==> src/rtl/operand_fetch.sv <==
// operand_fetch
//   Operand-fetch stage between decode and execute. It accepts decoded
//   instructions on a valid/ready handshake, drives the register-file read
//   addresses, and collects the operands one cycle later because the file
//   read is registered. Read-after-write hazards against the writeback port
//   are resolved before the operands reach execute. Two slots give full
//   throughput: slot A waits on register-file data and slot B is the output
//   register.
//
// Ports
//   clk, reset            clock, synchronous active-high reset
//   in_valid/in_ready     decode handshake (in_ready is combinational)
//   in_rs0/in_rs1         source indices
//   in_rd/in_ctrl         destination index and control, passed through
//   rf_r0_addr/rf_r1_addr register-file read addresses (combinational)
//   rf_r0/rf_r1           register-file read data, one cycle after address
//   wb_en/wb_addr/wb_data writeback port, same strobe as the file write
//   out_valid/out_ready   execute handshake (out_valid is registered)
//   out_op0/out_op1       resolved operands
//   out_rd/out_ctrl       destination index and control
module operand_fetch #(
  parameter int ADDR_W = 5,
  parameter int CTRL_W = 16
) (
  input  logic              clk,
  input  logic              reset,
  input  logic              in_valid,
  output logic              in_ready,
  input  logic [ADDR_W-1:0] in_rs0,
  input  logic [ADDR_W-1:0] in_rs1,
  input  logic [ADDR_W-1:0] in_rd,
  input  logic [CTRL_W-1:0] in_ctrl,
  output logic [31:0]       rf_r0_addr,
  output logic [31:0]       rf_r1_addr,
  input  logic [31:0]       rf_r0,
  input  logic [31:0]       rf_r1,
  input  logic              wb_en,
  input  logic [ADDR_W-1:0] wb_addr,
  input  logic [31:0]       wb_data,
  output logic              out_valid,
  input  logic              out_ready,
  output logic [31:0]       out_op0,
  output logic [31:0]       out_op1,
  output logic [ADDR_W-1:0] out_rd,
  output logic [CTRL_W-1:0] out_ctrl
);

  logic              a_v;
  logic              b_v;
  logic [ADDR_W-1:0] a_rs0;
  logic [ADDR_W-1:0] a_rs1;
  logic [ADDR_W-1:0] a_rd;
  logic [CTRL_W-1:0] a_ctrl;
  logic [ADDR_W-1:0] b_rs0;
  logic [ADDR_W-1:0] b_rs1;
  logic              a_fwd0;
  logic              a_fwd1;
  logic [31:0]       a_fwd_data0;
  logic [31:0]       a_fwd_data1;

  logic              a_adv;
  logic              accept;
  logic [ADDR_W-1:0] rd_idx0;
  logic [ADDR_W-1:0] rd_idx1;
  logic [31:0]       a_op0;
  logic [31:0]       a_op1;

  assign a_adv    = a_v && (!b_v || out_ready);
  assign in_ready = !a_v || a_adv;
  assign accept   = in_valid && in_ready;

  // A stalled slot A keeps re-reading its own sources, so the registered
  // read data always matches whatever slot A holds when it finally advances.
  assign rd_idx0    = (a_v && !a_adv) ? a_rs0 : in_rs0;
  assign rd_idx1    = (a_v && !a_adv) ? a_rs1 : in_rs1;
  assign rf_r0_addr = {{(32-ADDR_W){1'b0}}, rd_idx0};
  assign rf_r1_addr = {{(32-ADDR_W){1'b0}}, rd_idx1};

  // Operand resolution for slot A: a write landing this cycle is newest;
  // a write captured during the read cycle was missed by the file (it
  // returns pre-write data); otherwise the file data is current.
  always_comb begin
    a_op0 = rf_r0;
    a_op1 = rf_r1;
    if (wb_en && (wb_addr == a_rs0)) a_op0 = wb_data;
    else if (a_fwd0)                 a_op0 = a_fwd_data0;
    if (wb_en && (wb_addr == a_rs1)) a_op1 = wb_data;
    else if (a_fwd1)                 a_op1 = a_fwd_data1;
  end

  assign out_valid = b_v;

  always_ff @(posedge clk) begin
    if (reset) begin
      a_v         <= 1'b0;
      b_v         <= 1'b0;
      a_rs0       <= '0;
      a_rs1       <= '0;
      a_rd        <= '0;
      a_ctrl      <= '0;
      b_rs0       <= '0;
      b_rs1       <= '0;
      a_fwd0      <= 1'b0;
      a_fwd1      <= 1'b0;
      a_fwd_data0 <= '0;
      a_fwd_data1 <= '0;
      out_op0     <= '0;
      out_op1     <= '0;
      out_rd      <= '0;
      out_ctrl    <= '0;
    end else begin
      a_fwd0      <= wb_en && (wb_addr == rd_idx0);
      a_fwd1      <= wb_en && (wb_addr == rd_idx1);
      a_fwd_data0 <= wb_data;
      a_fwd_data1 <= wb_data;

      if (accept) begin
        a_v    <= 1'b1;
        a_rs0  <= in_rs0;
        a_rs1  <= in_rs1;
        a_rd   <= in_rd;
        a_ctrl <= in_ctrl;
      end else if (a_adv) begin
        a_v <= 1'b0;
      end

      if (a_adv) begin
        b_v      <= 1'b1;
        b_rs0    <= a_rs0;
        b_rs1    <= a_rs1;
        out_op0  <= a_op0;
        out_op1  <= a_op1;
        out_rd   <= a_rd;
        out_ctrl <= a_ctrl;
      end else if (b_v && out_ready) begin
        b_v <= 1'b0;
      end else if (b_v) begin
        // Held output snoops writeback so execute never sees stale data.
        if (wb_en && (wb_addr == b_rs0)) out_op0 <= wb_data;
        if (wb_en && (wb_addr == b_rs1)) out_op1 <= wb_data;
      end
    end
  end

endmodule

==> config.mk <==
export PLATFORM = sky130hd
export DESIGN_NAME = operand_fetch
export DESIGN_NICKNAME = d
export VERILOG_FILES = /design/src/rtl/operand_fetch.sv
export SDC_FILE = /design/constraint.sdc
export NUM_CORES = 1
export LEC_CHECK = 0
export ABC_AREA = 1
export CORE_AREA = 2 2 133 135
export CTS_CLUSTER_SIZE = 14
export DETAILED_ROUTE_END_ITERATION = 10
export DIE_AREA = 0 0 135 137
export HOLD_SLACK_MARGIN = 0.1
export PLACE_DENSITY = 0.87
export SLEW_MARGIN = 40
export SYNTH_ARGS = -nofsm -noshare
export SYNTH_HDL_FRONTEND = slang
export SYNTH_SLANG_ARGS = --single-unit
==> constraint.sdc <==
create_clock -name clk -period 3.7 [get_ports clk]
set_clock_uncertainty 0.05 [all_clocks]
set_input_delay 0.37 -clock clk [delete_from_list [all_inputs] [get_ports clk]]
set_output_delay 0.37 -clock clk [all_outputs]
set_load 0.05 [all_outputs]
# --- After elaboration in Yosys (flattened, before gate mapping) ---
# Index checks and enable logic that the tools add are counted.
totals:
  ff_bits: 162
  inputBits: 137
  elab_cells: 62
  output_inout_bits: 151
op_classes:
  mux: 18
  n_eq_ne: 7
  n_reduce_logical: 22
ops:
  columns: ["cell", "count"]
  rows:
  - ["two-way mux 32 bit", 12]
  - ["equality test 5 bit", 6]
  - ["logical AND 1 bit", 10]
  - ["two-way mux 5 bit", 2]
  - ["nonzero test 2 bit", 5]
  - ["AND reduction 3 bit", 2]
  - ["two-way mux 1 bit", 4]
  - ["zero test 1 bit", 3]
  - ["logical OR 1 bit", 2]
  - ["inequality test 2 bit (second input constant)", 1]

# --- Depth between registers and ports, before layout ---
logic_depth:
  depth_word: 8
  mapped_depth: 11
  depth_no_buf: 10

# --- Worst setup path after synthesis ---
# OpenSTA, ideal clock, no wires.
synth_path:
  kind: "register to register"
  from: "reg b_v, in the netlist out_valid"
  to: "reg a_fwd0"
  required_time_ns: 3.539
  arrival_time_ns: 2.655
  synth_period_minus_slack_ns: 2.817
  path_slack_ns: 0.883
  stages_incl_launch_ff: 9
  setup_time_ns: 0.111
  cell_sequence: "dfxtp_1 -> inv_1 -> nor2_4 -> nand2_2 -> o21ai_0 -> and2_1 -> nor2_1 -> nand2_1 -> nor2_1"
synth_between:
  elab_chain_cells: 8
synth_rtl:
  columns: ["item", "line", "text"]
  rows:
  - ["start: declaration", "49", "logic b_v;"]
  - ["start signal: assignment", "96", "b_v <= 1'b0;"]
  - ["start signal: assignment", "128", "b_v <= 1'b1;"]
  - ["start signal: assignment", "136", "b_v <= 1'b0;"]
  - ["zero test 1 bit", "68", "assign a_adv = a_v && (!b_v || out_ready);"]
  - ["logical OR 1 bit", "68", null]
  - ["logical AND 1 bit", "68", null]
  - ["zero test 1 bit", "74", "assign rd_idx0 = (a_v && !a_adv) ? a_rs0 : in_rs0;"]
  - ["logical AND 1 bit", "74", null]
  - ["two-way mux 5 bit", "74", null]
  - ["named net rf_r0_addr[1]", "33", "output logic [31:0] rf_r0_addr,"]
  - ["equality test 5 bit", "112", "a_fwd0 <= wb_en && (wb_addr == rd_idx0);"]
  - ["logical AND 1 bit", "112", null]
  - ["end signal: assignment", "112", null]
  - ["end: declaration", "56", "logic a_fwd0;"]
# The timed path passes the listed nets, and every way through them passes these cells.
# A chain may end at the register's enable or synchronous reset.

# --- Worst setup path after layout ---
layout_path:
  from: "in out_ready"
  to: "out rf_r1_addr[1]"
layout_between:
  elab_chain_cells: 5
layout_rtl:
  columns: ["item", "line", "text"]
  rows:
  - ["start: declaration", "41", "input logic out_ready,"]
  - ["logical OR 1 bit", "68", null]
  - ["logical AND 1 bit", "68", null]
  - ["zero test 1 bit", "75", "assign rd_idx1 = (a_v && !a_adv) ? a_rs1 : in_rs1;"]
  - ["logical AND 1 bit", "75", null]
  - ["two-way mux 5 bit", "75", null]
  - ["end: declaration", "34", "output logic [31:0] rf_r1_addr,"]
# Every way passes these cells.

==> metrics <==
Port Buffers=233; Clock Sinks=approximately 160; critical path type=input pin to output pin; hold path start=reset; Mapped Area=about 8400 µm²; CP Buf/Inv Count=2; library cells used by synthesis=28; quantity of hold-fixing buffers added after cts=0; antenna violations before repair=0; crit-path most repeated cell=clkdlybuf4s50_1; P&R area growth vs syn=32.1%; CP startpoint kind=input pin; Worst VDD drop=around 0.00029 V; Worst R2R Setup Slack=around 1600 ps; Worst path top cell family by delay=buffers and inverters; largest net degree at the start of global routing=about 110; RSZ-0062 raised after global routing=no; initial core utilization=between 40% and 50%; Worst Path Max Fanout=25; total number of vias=around 8,100; worst slack at placement=between 500 and 600 ps; f_max=318 MHz; internal power=3.31 mW; status=complete, no violations; Core Region=17,100 µm²; DR iter-0 viols=between 500 and 600; RR Endpoint=out_op0[24]$_SDFFE_PP0P_; WP data required=~3300 ps; CP Capture Type=output pin; Psw=~1.6 mW; post-route setup slack=about 550 ps; Worst Hold Class=input pin to flip-flop; Post-CTS Resized=0; Routed Antenna Nets=0; design area=11,100 µm²; final hold violation count=0; dpl cells=between 1,500 and 2,000; area share of the largest cell type after synthesis=approximately 39%; Die Ht=137 µm; first-pass GRT wire length=a little under 40 mm; H-tree depth=4; max-slew violations=0; CP max stage delay=870 ps; max-cap check violation count=0; clock power share=a little under two fifths; overall global routing resource usage=26.2%; R2R depth=8; Inserted Diodes=0; pwr/cell area=~440 nW/µm²; Routed WL=roughly 25 mm; register bit total from synthesis=162; cells after synthesis=between 1,000 and 1,500; Finished Layout Cells=1,564; Hold Path Sink=a_ctrl[8]$_SDFFE_PP0P_; routed length per instance=roughly 16 µm; CP arrival=between 2000 and 3000 ps; slew at the pin closest to its max-slew limit=around 800 ps; post-synth top area cell=dfxtp_1; top cells by area, synth=dfxtp_1 39%, nand3_1 12%, nand2_1 10%; Switching Share=roughly a third; crit path cell chain=clkdlybuf4s50_1 -> nor2_4 -> nand2_2 -> o21ai_0 -> clkdlybuf4s50_1; CTS Root Cell=clkbuf_16; RD Place Congestion=0.873; placed instance area=10,400 µm²; Final period util=between 80% and 90%; synthesized area per cell=about 7.3 µm²; setup bufs post-CTS=0; PnR Total Power=between 4 and 5 mW; clock transition at the registers of the reported paths=approximately 70 ps; Final setup viols=0; minimum clock period=approximately 3100 ps; layout cells sized above 1=between 10% and 20%; Die W=~140 µm; post-route setup TNS=0 ps; Longest Clk Path Bufs=2; max_slew headroom=between 40% and 50%; number of CTS-inserted buffers=17; residual overflow from global routing=0; DRC viols=0; first drt pass iteration count=4; Layout Nets=between 1,000 and 1,500; Flop pwr share=39.4%; slowest CP cell=clkdlybuf4s50_1; Worst Hold Depth=2; Leakage Power=4.65 nW; CP startpoint=out_ready; Rows=48; vias per inst=slightly above 5; CTS tree=yes; synthesis warning total=0; top-level I/O count=approximately 290; hpwl dp=16.4 mm; post-synthesis sequential area ratio=around two fifths; clock latency on the worst-skew pair=between 400 and 500 ps; vias in the first global route=around 7,800; DIE AREA=around 18,000 µm²; launching point of the worst reg2reg path=a_rs0[3]$_SDFFE_PP0P_; Combinational Power Share=23.2%
-- synthesized netlist by cell type --
cell type and number:
nand2_1 226, nand3_1 193, dfxtp_1 162, a21oi_1 107, inv_1 100, nor2_1 75
mux2_2 64, buf_4 60, buf_2 34, clkbuf_1 25, a211oi_1 20, clkinv_1 20
buf_6 13, inv_2 6, o21ai_0 5, o21ai_2 5, nand3_2 4, o21ai_1 4
xor2_1 4, nand2_2 3, nand2_4 3, and2_1 2, o211ai_1 2, buf_1 1
conb_1 1, inv_4 1, nor2_4 1, nor2_8 1
-- sequential cells by signal (all words and copies together) (netlist names), 16 cells and up --
register,cells
a_ctrl,16
a_fwd_data1,32
out_ctrl,16
out_op0,32
out_op1,32
-- stage by stage --
stage / utilization (%) / hold slack (ps)
5_1_grt: 64.8 / 377
3_5_place_dp: 61.2 / 405
6_report: 64.8 / 379
4_1_cts: 64.8 / 355
3_3_place_gp: 61.2 / 399
2_1_floorplan: - / 394
-- power groups by stage --
stage	logic [mW]	registers [mW]	clock network [mW]
finish	1.13	1.92	1.82
CTS	1.13	1.92	1.86
floorplan	0.588	2.15	0
global placement	1.10	1.95	0
global route	1.21	1.93	1.93
detailed placement	1.12	1.95	0
-- layout by cell type, fill, tap and decap left out, types with 5 or more instances in the layout --
cell type        instances
a211oi_1                20
mux2_2                  64
clkinv_1                20
clkdlybuf4s50_1        232
conb_1                  54
inv_1                  100
nand3_1                193
inv_2                    6
nor2_1                  75
o21ai_2                  5
clkbuf_16               18
dfxtp_1                160
nand2_1                226
inv_6                    6
o21ai_0                  5
a21oi_1                107
buf_4                   11
-- cells by family (layout without fill, tap and decap cells) --
logic type / count (synthesis) / count (layout) / share of synthesized area, %
other: 1 / 54 / 0.0448
and+or+nand+nor: 508 / 508 / 26.7
xor gates and xnor gates: 4 / 4 / 0.419
DFF: 162 / 162 / 38.8
AOI/OAI and AO/OA: 143 / 143 / 9.43
muxes: 64 / 64 / 8.61
buffers and inverters: 260 / 404 / 16.1
-- per-layer routing --
layer  global-route usage (%)  wire length, µm  vias to the layer above
met5                        0                0                        -
met3                     7.00             2140                       43
met1                     30.8             9910                     3746
li1                         -                -                     3943
met4                     10.2              579                        0
met2                     45.8            12400                      360
-- layout make-up --
cell class                      instances  area (µm²)
Fill cell                            1476        6010
Clock buffer                           18         450
Sequential cell                       162        3250
Inverter                              127         479
Timing Repair Buffer                  245        2440
Multi-Input combinational cell        773        3980
Clock inverter                         14         164
Tap cell                              225         282
-- how the worst max path moves through the flow --
stage | to | slack, ps | cells after the start
2_1_floorplan | a_fwd0$_SDFF_PP0_ | 880 | 8
3_3_place_gp | rf_r0_addr[1] | 680 | 5
3_5_place_dp | rf_r1_addr[1] | 570 | 5
4_1_cts | rf_r1_addr[1] | 570 | 5
5_1_grt | rf_r1_addr[1] | 410 | 5
6_report | rf_r1_addr[1] | 550 | 5
-- worst reg2reg max path: cells and delay by family (launching register included) --
kind | cells | cell delay, ps
simple gates | 6 | 1360
flops | 1 | 350
compound gates | 1 | 190
buf+inv | 1 | 100
No activity file was read; power rests on OpenSTA's default activity.
